--- src/rtl/uart_test_pkg.sv ---
// Shared types and constants for the UART loopback pattern generator.
package uart_test_pkg;

    typedef enum logic [1:0] {
        INC   = 2'd0,
        LFSR  = 2'd1,
        WALK1 = 2'd2,
        ALT   = 2'd3
    } pattern_mode_t;

    typedef enum logic [2:0] {
        IDLE,
        ISSUE,
        WAIT_RX,
        GAP,
        DONE
    } state_t;

    localparam logic [7:0] LFSR_POLY = 8'hB8;
    localparam logic [7:0] ALT_A     = 8'h55;
    localparam logic [7:0] ALT_B     = 8'hAA;

endpackage

--- src/rtl/uart_pattern_src.sv ---
// Pattern register: loads the first byte of the selected mode, then steps it on advance.
module uart_pattern_src
    import uart_test_pkg::*;
#(
    parameter logic [7:0] LFSR_SEED = 8'hA5
) (
    input  logic          i_clk,
    input  logic          i_aresetn,
    input  logic          load,
    input  logic          advance,
    input  pattern_mode_t mode,
    output logic [7:0]    pattern
);

    // An all-zero LFSR state would lock up, so a zero seed starts at 0x01 instead.
    localparam logic [7:0] SEED = (LFSR_SEED == 8'h00) ? 8'h01 : LFSR_SEED;

    pattern_mode_t cur_mode;
    logic [7:0]    first_val;
    logic [7:0]    next_val;

    always_comb begin
        first_val = 8'h00;
        case (mode)
            INC:     first_val = 8'h00;
            LFSR:    first_val = SEED;
            WALK1:   first_val = 8'h01;
            ALT:     first_val = ALT_A;
            default: first_val = 8'h00;
        endcase
    end

    always_comb begin
        next_val = pattern;
        case (cur_mode)
            INC:     next_val = pattern + 8'd1;
            LFSR:    next_val = (pattern >> 1) ^ (pattern[0] ? LFSR_POLY : 8'h00);
            WALK1:   next_val = {pattern[6:0], pattern[7]};
            ALT:     next_val = (pattern == ALT_A) ? ALT_B : ALT_A;
            default: next_val = pattern;
        endcase
    end

    always_ff @(posedge i_clk or negedge i_aresetn) begin
        if (!i_aresetn) begin
            cur_mode <= INC;
            pattern  <= 8'h00;
        end else if (load) begin
            cur_mode <= mode;
            pattern  <= first_val;
        end else if (advance) begin
            pattern  <= next_val;
        end
    end

endmodule

--- src/rtl/uart_test_pattern_gen.sv ---
// Drives a run of test bytes into uart_tx, pacing each byte on uart_rx's done pulse with a timeout.
module uart_test_pattern_gen
    import uart_test_pkg::*;
#(
    parameter int          NUM_TESTS      = 16,
    parameter int          GAP_CYCLES     = 100,
    parameter int          TIMEOUT_CYCLES = 200000,
    parameter logic [7:0]  LFSR_SEED      = 8'hA5
) (
    input  logic        i_clk,
    input  logic        i_aresetn,
    input  logic        i_start,
    input  logic [1:0]  i_mode,
    input  logic        i_tx_busy,
    input  logic        i_rx_done,
    output logic        o_tx_start,
    output logic [7:0]  o_tx_data,
    output logic        o_busy,
    output logic        o_done,
    output logic        o_timeout,
    output logic [15:0] o_sent_cnt
);

    localparam int TMO_W = $clog2(TIMEOUT_CYCLES + 1);
    localparam int GAP_W = (GAP_CYCLES > 1) ? $clog2(GAP_CYCLES) : 1;
    localparam logic [TMO_W-1:0] TMO_LOAD   = TMO_W'(TIMEOUT_CYCLES - 1);
    localparam logic [GAP_W-1:0] GAP_LOAD   = GAP_W'((GAP_CYCLES > 0) ? GAP_CYCLES - 1 : 0);
    localparam logic [15:0]      LAST_COUNT = 16'(NUM_TESTS);

    state_t           state;
    logic [TMO_W-1:0] tmo_cnt;
    logic [GAP_W-1:0] gap_cnt;
    logic             pattern_load;
    logic             pattern_advance;

    assign pattern_load    = ((state == IDLE) || (state == DONE)) && i_start;
    assign pattern_advance = (state == WAIT_RX) && i_rx_done;

    uart_pattern_src #(
        .LFSR_SEED (LFSR_SEED)
    ) u_pattern_src (
        .i_clk     (i_clk),
        .i_aresetn (i_aresetn),
        .load      (pattern_load),
        .advance   (pattern_advance),
        .mode      (pattern_mode_t'(i_mode)),
        .pattern   (o_tx_data)
    );

    // The WAIT_RX window lasts TIMEOUT_CYCLES clocks, counted from the o_tx_start cycle.
    always_ff @(posedge i_clk or negedge i_aresetn) begin
        if (!i_aresetn) begin
            state      <= IDLE;
            tmo_cnt    <= '0;
            gap_cnt    <= '0;
            o_tx_start <= 1'b0;
            o_busy     <= 1'b0;
            o_done     <= 1'b0;
            o_timeout  <= 1'b0;
            o_sent_cnt <= 16'd0;
        end else begin
            o_tx_start <= 1'b0;
            case (state)
                IDLE, DONE: begin
                    if (i_start) begin
                        o_sent_cnt <= 16'd0;
                        o_done     <= 1'b0;
                        o_timeout  <= 1'b0;
                        o_busy     <= 1'b1;
                        state      <= ISSUE;
                    end
                end
                ISSUE: begin
                    if (!i_tx_busy) begin
                        o_tx_start <= 1'b1;
                        tmo_cnt    <= TMO_LOAD;
                        state      <= WAIT_RX;
                    end
                end
                WAIT_RX: begin
                    if (i_rx_done) begin
                        o_sent_cnt <= o_sent_cnt + 16'd1;
                        if (o_sent_cnt + 16'd1 == LAST_COUNT) begin
                            o_busy <= 1'b0;
                            o_done <= 1'b1;
                            state  <= DONE;
                        end else if (GAP_CYCLES > 0) begin
                            gap_cnt <= GAP_LOAD;
                            state   <= GAP;
                        end else begin
                            state <= ISSUE;
                        end
                    end else if (tmo_cnt == '0) begin
                        o_timeout <= 1'b1;
                        o_busy    <= 1'b0;
                        o_done    <= 1'b1;
                        state     <= DONE;
                    end else begin
                        tmo_cnt <= tmo_cnt - TMO_W'(1);
                    end
                end
                GAP: begin
                    if (gap_cnt == '0) begin
                        state <= ISSUE;
                    end else begin
                        gap_cnt <= gap_cnt - GAP_W'(1);
                    end
                end
                default: state <= IDLE;
            endcase
        end
    end

endmodule

--- config.mk ---
export PLATFORM = sky130hd
export DESIGN_NAME = uart_test_pattern_gen
export DESIGN_NICKNAME = d
export VERILOG_FILES = /design/src/rtl/uart_test_pkg.sv /design/src/rtl/uart_pattern_src.sv /design/src/rtl/uart_test_pattern_gen.sv
export SDC_FILE = /design/constraint.sdc
export NUM_CORES = 1
export LEC_CHECK = 0
export ABC_AREA = 1
export ABC_CLOCK_PERIOD_IN_PS = 3100
export CORE_ASPECT_RATIO = 0.7
export CORE_UTILIZATION = 35
export CTS_CLUSTER_DIAMETER = 50
export DETAILED_ROUTE_END_ITERATION = 8
export GPL_TIMING_DRIVEN = 0
export SLEW_MARGIN = 20
export SYNTH_ARGS = -nofsm -noshare
export SYNTH_HDL_FRONTEND = slang
export SYNTH_SLANG_ARGS = --single-unit
--- constraint.sdc ---
create_clock -name i_clk -period 3.1 [get_ports i_clk]
set_input_delay 0.62 -clock i_clk [delete_from_list [all_inputs] [get_ports i_clk]]
set_output_delay 0.62 -clock i_clk [all_outputs]
set_load 0.05 [all_outputs]
; ---- Yosys cells after proc, flatten, opt, wreduce, memory -nomap -nowiden
; Index checks and enable logic that the tools add are counted.
[op_classes]
n_addsub = 4
reduce_logical = 19
div = 0
multipliers = 0
magnitude_cmp = 0
bitwise = 1
eq_ne = 23
n_shift = 0
n_mux = 38
[ops]
columns = operator, count
row1 = one-hot mux 8 bit (4 select lines), 2
row2 = two-way mux 18 bit, 3
row3 = one-hot mux 18 bit (2 select lines), 1
row4 = two-way mux 16 bit, 2
row5 = two-way mux 8 bit, 4
row6 = one-hot mux 16 bit (2 select lines), 1
row7 = two-way mux 7 bit, 3
row8 = AND reduction 4 bit, 5
row9 = logical NOT 18 bit, 1
row10 = two-way mux 3 bit, 6
row11 = subtractor 18 x 1 -> 18 bit (second input constant), 1
row12 = adder 16 x 1 -> 16 bit (second input constant), 1
row13 = equality test 16 x 5 -> 1 bit (second input constant), 1
row14 = != test 2 bit (second input constant), 8
row15 = one-hot mux 7 bit (2 select lines), 1
row16 = one-hot mux 3 bit (4 select lines), 1
row17 = two-way mux 1 bit, 11
row18 = adder 8 x 1 -> 8 bit (second input constant), 1
row19 = equality test 2 bit (second input constant), 4
row20 = equality test 8 x 7 -> 1 bit (second input constant), 1
row21 = nonzero test 2 bit, 4
row22 = XOR 7 x 8 -> 8 bit, 1
row23 = logical NOT 7 bit, 1
row24 = subtractor 7 x 1 -> 7 bit (second input constant), 1
row25 = 13 further kinds, 20
[totals]
elab_cells = 95
reg_bits = 58
n_memories = 0
out_inout_bits = 28
ram_bits = 0
latch_bits = 0
in_bits = 7
mem_bits_ro = 0

; ---- Logic depth before layout (Yosys ltp)
; Gate-level depths: netlist (run 1).
[logic_depth]
word_depth = 5
ltp_mapped = 13
ltp_nobuf = 13

; ---- Modules after synthesis
; Synthesis (run 1) repeated with hierarchy kept, for this count alone.
[unflattened]
cells_unflattened = 531
area_unflattened_um2 = 3702.3
[by_module_without_submodules]
columns = mod, instances, area_per_inst_um2, cells_per_inst
row1 = uart_test_pattern_gen, 1, 2871.5, 391
row2 = uart_pattern_src, 1, 830.8, 140

; ---- Least setup slack after synthesis (run 1)
; OpenSTA, ideal clock, no wires.
[synth_path]
path_type = register to register
start = reg o_sent_cnt[0]
end = reg o_busy
t_required_ns = 2.981
setup_ns = 0.119
stages_incl_launch_ff = 13
period_less_slack_ns = 2.170
setup_slack_ns = 0.930
arrival_ns = 2.051
path_cell_list = dfrtp_1 -> ha_1 -> nand3_2 -> nor2_4 -> nand3_1 -> nand2_1 -> nand2_1 -> nor2_2 -> nand3_1 -> nand2_1 -> nand2_1 -> nand2_1 -> nand2_1
[synth_between]
elab_chain_len = 4
[synth_lines]
columns = element, line_no
row1 = start: declaration, uart_test_pattern_gen.sv:21  ; output logic [15:0] o_sent_cnt
row2 = start signal: assignment, uart_test_pattern_gen.sv:82  ; o_sent_cnt <= o_sent_cnt + 16'd1;
row3 = adder 16 x 1 -> 16 bit, uart_test_pattern_gen.sv:83  ; if (o_sent_cnt + 16'd1 == LAST_COUNT) begin
row4 = equality test 16 x 5 -> 1 bit, uart_test_pattern_gen.sv:83
row5 = != test 3 x 2 -> 1 bit (no source line), --
row6 = AND reduction 4 bit (no source line), --
row7 = end signal: assignment, uart_test_pattern_gen.sv:69  ; o_busy <= 1'b1;
row8 = end signal: assignment, uart_test_pattern_gen.sv:84  ; o_busy <= 1'b0;
row9 = end signal: assignment, uart_test_pattern_gen.sv:95  ; o_busy <= 1'b0;
row10 = end: declaration, uart_test_pattern_gen.sv:18  ; output logic o_busy,
; Every way passes these cells.
; A chain may end at the register's enable or synchronous reset.

; ---- Final worst setup path (run 1)
[layout_path]
start = reg u_pattern_src.pattern[0]
end = out o_tx_data[0]
[layout_lines]
columns = element, line_no
row1 = start: declaration, uart_pattern_src.sv:12  ; output logic [7:0] pattern
row2 = start signal: assignment, uart_pattern_src.sv:50  ; pattern <= first_val;
row3 = start signal: assignment, uart_pattern_src.sv:52  ; pattern <= next_val;
row4 = end: declaration, uart_test_pattern_gen.sv:17  ; output logic [7:0] o_tx_data,
; No word-level cell between the ends.

==> out/summary.txt, run 1 <==
Count leader, synth = nand2_1
Slowest cell on crit path = clkdlybuf4s50_1
# H-tree levels = 3
Fmax = 426 MHz
Final Net Count = 573
Lkg Pwr = 0.00199 uW
CP bufs+invs = 1
Hold Fails Final Rpt = 0
Setup WS post-layout = 0.755 ns
DRT antenna net count = 0
Syn nets = 527
VDD IR-drop max = 0.349 mV
CTS clk-pin slew, worst paths = 0.05 ns
Final Core Density = 44.7%
Die ar. = 10800 um^2
Routed len/inst = 13.7 um
TritonRoute pass-1 iters = 7
Top-Level Pins = 35
Outcome = finished clean
Hold Path Class = input pin to async pin
Vias in the first global route = 3205
Critical path arrival = 1.73 ns
DRT Wirelength = 9.47 mm
Family with the most delay on the worst path = buffers and inverters
Top post-synthesis cells by count = nand2_1 (145), inv_1 (61), dfrtp_1 (58)
TritonCTS Sinks = 58
Pwr Total = 3630 uW
Combinational family with the most area after synthesis = simple AND/OR/NAND/NOR gates
Initial core utilization = 36.8%
Seq/Total Area, Yosys = 40.0%
Ys Warns = 0
Synth-to-layout area growth = 21.6%
Simple-gate area share of the yosys netlist = 37.3%
CTS Buf Count = 9
RR Startpoint = o_sent_cnt[0]$_DFFE_PN0P_
Delay of the slowest cell on the worst path = 0.87 ns
Yosys cell types = 38
Post-synthesis compound-gate area fraction = 11.3%
Global-route wire length before repair = 15.9 mm
Gpl congestion = 0.937
Worst path cell trace = clkdlybuf4s50_1
Vias = 3542
Clk root buf = clkbuf_16
Share of synthesized registers carrying an async set or reset = 100%
Final Slew Violations = 0
Pre-CTS WS = 0.513 ns
# DRC = 0
Row cnt = 30
Core box area = 9870 um^2
Die Span Y = 87.2 um
Vias per cell = 5.11
GRT overflow = 0
Resized Gates After CTS = 0
Synth area leader = dfrtp_1
All-Layer GR Usage = 19.6%
Placed cells = 677
EDFF count, synth = 0
Cell Pwr Density = 823 nW/um^2
I/O Buffers = 34
Layout cells sized above 1 = 6.73%
Clk buf depth = 2
# diodes = 0
Startpoint types = flop
Unrepaired setup endpoints after global routing = false
Worst-Skew Late Latency = 0.33 ns
Synth Area in XOR/XNOR = 2.17%
Setup Viol. Count Final = 0
Initial DRC count = 345
Top cells by area, synth = dfrtp_1 (40%), nand2_1 (15%), nand3_1 (7.4%), inv_1 (6.3%), nor2_1 (5.6%)
Post-route insts no fill = 693
Initial antenna violation count = 0
# Max-Cap Violations = 0
Number of synthesized register bits = 58
HPWL after DPL = 6.92 mm
Post-synthesis mux area share = 0%
Crit path from = u_pattern_src.pattern[0]$_DFFE_PN0P_
CTS tree = done
Critical Path Fanout Max = 8
Die width = 124 um
Setup CP Type = flop to output pin
Syn_area_per_cell = 7.06 um^2
Largest net degree at the start of global routing = 32
Synthesized area = 3630 um^2
Post-synth top flop = dfrtp_1
Worst-margin pin slew = 0.699 ns
Max Clock Skew = 0.00506 ns
Final Cycle Share = 75.6%
Post-CTS Setup Bufs = 0
Slew HR = 53.2%
CP required = 2.48 ns
Yosys top cell area share = 40.0%
Min cycle time layout = 2.35 ns
Post-Syn Instances = 514
Synth Area in Adders = 2.07%
CP Capture Type = output pin
Hold buffer count at CTS = 0
metrics by stage:
step                instance area [um^2]  TNS (ns)  hold slack, ns
floorplan                           3630         0           0.324
global placement                    4130    -36.15           0.467
detailed placement                  4150         0           0.469
CTS                                 4410         0           0.219
global route                        4410         0           0.236
finish                              4410         0           0.208
cells in the final DEF (no fill, tap or decap), types with 6 or more instances in the layout:
cell / instances
nand2_1: 145
dfrtp_1: 58
o21ai_0: 35
xor2_1: 7
o22ai_1: 9
nor2_1: 54
a21oi_1: 17
nand3_1: 54
inv_1: 61
clkdlybuf4s50_1: 33
clkbuf_1: 6
clkbuf_16: 9
ha_1: 6
nor3_1: 7
nand4_1: 13
final cells by class:
cell class	count	area [um^2]
buffer	5	23.8
clock buffer	13	250
clock inverter	3	15.0
fill	993	5460
inverter	63	236
multi-input combinational	388	1920
sequential	58	1450
tap	128	160
timing repair buffer	35	358
metal layers:
layer,GRT usage [%],part of all wire (%),wire length [um],vias to the layer above
met5,0,0,0,-
met2,27.1,40,3820,94
met4,6.24,1.3,121,0
met3,5.69,5.5,525,6
li1,-,-,-,1790
met1,29.0,53,5010,1652
kinds of logic after synthesis:
kind of cell    count (synthesis)
simple gates                  299
fa+ha+maj                       6
flops                          58
compound gates                 74
xor+xnor                        9
buf+inv                        68
path summary, 6_finish.rpt:
kind | to | slack [ns] | cells past startpoint
max | o_tx_data[0] | 0.75 | 1
min | gap_cnt[3]$_DFFE_PN0P_ | 0.21 | 1
max reg2reg | o_done$_DFFE_PN0P_ | 0.94 | 12
min reg2reg | tmo_cnt[17]$_DFFE_PN0P_ | 0.48 | 2
max in group asynchronous | u_pattern_src.pattern[3]$_DFFE_PN0P_ | 2.39 | 2
min in group i_clk | tmo_cnt[17]$_DFFE_PN0P_ | 0.48 | 2
state kept, by name, summed over array words and instances, names as in the netlist:
name                    flops
state                       3
o_tx_start                  1
o_busy                      1
o_done                      1
u_pattern_src.cur_mode      2
gap_cnt                     7
tmo_cnt                    18
o_timeout                   1
u_pattern_src.pattern       8
o_sent_cnt                 16
report_power, final:
part	switching (uW)	internal [uW]	leakage [uW]	total [uW]
logic	1080	499	0.00113	1580
registers	227	933	0.000729	1160
clock network	335	558	0.000133	892
Power figures use the tool's default switching activity.
==> run 2, diff against run 1 <==
ABC_CLOCK_PERIOD_IN_PS = 1900   (was 3100)
clock period = 1.9 ns   (was 3.1 ns; I/O delays follow)
==> run 2 against run 1 <==
  * The flow now finishes with violations (setup timing)
  * Largest cell class unchanged
  * Sequential cell count stayed put
  * Via count is 5.1% higher
  * Routed wire length is 6.7% higher
  * Clock power is 76% higher
  * Clock-buffer cell count is 3 lower
  * Cell count is 2.5% higher
  * Power is 74% higher
  * Setup slack worse by 0.81 ns
  * Register-to-register slack worse by 0.99 ns
  * Combinational power is 81% higher
  * Global-route usage is 0.14 points lower
  * Critical endpoint is now state[0]$_DFFE_PN0P_
==> out/summary.txt, run 2 (synthesized netlist as in run 1, its figures left out) <==
Most frequent cells in the layout = nand2_1 (136), inv_1 (59), nand3_1 (52), dfrtp_1 (48), nor2_1 (46)
Startpoint types = flop
Worst-margin pin slew = 0.651 ns (-0.0479 ns)
Final Hold Slack = 0.460 ns (+0.252 ns)
CTS tree = done
# H-tree levels = 3 (unchanged)
Register bank with the most flops = tmo_cnt
TritonCTS Sinks = 58 (unchanged)
Lkg Pwr = 0.00222 uW (+12%)
Fmax = 512 MHz
Slew HR = 56.4% (+3.2 points)
CP required = 2.11 ns (-0.37 ns)
Commonest non-fill, non-tap cell in the layout = nand2_1
Post-route insts no fill = 710 (+2.5%)
Row cnt = 30 (unchanged)
Hold Path Class = input pin to async pin
Register Area = 1460 um^2 (+0.86%)
DRT antenna net count = 0 (unchanged)
Vias = 3724 (+5.1%)
Core box area = 9870 um^2 (unchanged)
Routed len/inst = 14.2 um (+4.1%)
Min cycle time layout = 1.95 ns
# diodes = 0 (unchanged)
Global-route wire length before repair = 15.9 mm (-0.51%)
Initial antenna violation count = 0 (unchanged)
Final Slew Violations = 0 (unchanged)
HPWL after DPL = 6.92 mm (-0.11%)
Pre-CTS WS = -0.423 ns (-0.936 ns)
Clk root buf = clkbuf_16
Initial DRC count = 345 (unchanged)
Pwr Total = 6320 uW (+74%)
Max reg flops = 18 (unchanged)
Layout cells sized above 1 = 15.6% (+8.9 points)
Synth-to-layout area growth = 30.6%
Footprint of the multi-input gates = 2090 um^2 (+9.1%)
Largest net degree at the start of global routing = 44 (+38%)
Initial core utilization = 36.8% (unchanged)
Largest registers = tmo_cnt x18, o_sent_cnt x16, u_pattern_src.pattern x8
Unrepaired setup endpoints after global routing = true
Setup Viol. Count Final = 11 (+11)
GRT overflow = 0 (unchanged)
DRT Wirelength = 10.1 mm (+6.7%)
Die ar. = 10800 um^2 (unchanged)
DP Area = 4190 um^2 (+1.0%)
Critical Path Fanout Max = 5 (-3)
I/O Buffers = 34 (unchanged)
Setup WS post-layout = -0.0539 ns (-0.809 ns)
# Max-Cap Violations = 0 (unchanged)
Final Net Count = 590 (+3.0%)
Setup CP Type = flop to flop
Die width = 124 um (unchanged)
Final Cycle Share = 103%
Clk buf depth = 2 (unchanged)
Fillers = 994 (+0.10%)
Vias per cell = 5.25 (+2.6%)
Vias in the first global route = 3193 (-0.37%)
CTS clk-pin slew, worst paths = 0.06 ns (about the same)
Post-route cell area = 4740 um^2 (+7.4%)
TritonRoute pass-1 iters = 5 (-2)
Gpl congestion = 0.862 (-8.0%)
Hold Fails Final Rpt = 0 (unchanged)
Violated checks = setup timing
Placed cells = 677 (unchanged)
Critical path arrival = 2.16 ns (+0.43 ns)
VDD IR-drop max = 0.603 mV (+73%)
CTS Buf Count = 9 (unchanged)
CP Capture Type = flop
All-Layer GR Usage = 19.5% (-0.14 points)
Top-Level Pins = 35 (unchanged)
Die Span Y = 87.2 um (unchanged)
Outcome = complete, but fails checks
Cell Pwr Density = 1330 nW/um^2 (+62%)
Worst-Skew Late Latency = 0.33 ns (about the same)
Max Clock Skew = 0.00665 ns (+0.00159 ns)
# DRC = 0 (unchanged)
[run 2: layout make-up]
| type | count | area share [%] |
|---|---|---|
| Inverter | 63 | 4.99 |
| Buffer | 5 | 0.607 |
| Tap cell | 128 | 3.38 |
| Multi-Input combinational cell | 390 | 44.2 |
| Clock buffer | 10 | 4.83 |
| Clock inverter | 6 | 1.21 |
| Timing Repair Buffer | 50 | 9.92 |
| Sequential cell | 58 | 30.9 |
[run 2: worst max-delay path, stage by stage (launching register included)]
cell and delay (ns):
dfrtp_2 0.42, ha_4 0.18, nand3_4 0.12, nor2_4 0.20
nand4_1 0.12, nand2_1 0.13, nand2_2 0.09, nor2_4 0.17
nand3_2 0.13, nand2_4 0.10, nand2_2 0.05, nand2_1 0.05
nand2_1 0.05
[run 2: worst paths after layout]
| check | start | end | slack (ns) | cells past startpoint |
|---|---|---|---|---|
| max | o_sent_cnt[0]$_DFFE_PN0P_ | state[0]$_DFFE_PN0P_ | -0.05 | 12 |
| min | i_aresetn | o_sent_cnt[12]$_DFFE_PN0P_ | 0.46 | 2 |
| max reg2reg | o_sent_cnt[0]$_DFFE_PN0P_ | state[0]$_DFFE_PN0P_ | -0.05 | 12 |
| min reg2reg | tmo_cnt[17]$_DFFE_PN0P_ | tmo_cnt[17]$_DFFE_PN0P_ | 0.49 | 2 |
| max in group asynchronous | i_aresetn | tmo_cnt[7]$_DFFE_PN0P_ | 0.94 | 3 |
| min in group i_clk | tmo_cnt[17]$_DFFE_PN0P_ | tmo_cnt[17]$_DFFE_PN0P_ | 0.49 | 2 |
[run 2: report_power, final]
| part | internal [uW] | switching, uW | leakage, uW |
|---|---|---|---|
| Combinational | 957 | 1900 | 0.00137 |
| Clock | 1000 | 568 | 0.000142 |
| Sequential | 1530 | 366 | 0.000712 |
| Total | 3490 | 2840 | 0.00222 |
[run 2: layer usage]
layer	global-route usage (%)	wire (um)
met4	5.48	114
met2	26.9	4330
met5	0	0
met3	4.91	586
met1	29.4	5070
[run 2: per-stage QoR]
step,utilization [%],TNS (ns)
2_1_floorplan,-,0
3_3_place_gp,42.2,-104.52
3_5_place_dp,42.4,-8.91
4_1_cts,46.0,0
5_1_grt,48.0,-1.66
6_report,48.0,-0.504
[run 2: what timing repair did]
item	in CTS	in global routing
resized for setup	35	36
setup buffers	4	9
cloned	2	1
hold buffers	1	0
setup endpoints to repair	62	45
hold endpoints to repair	15	0
pin swaps	4	17
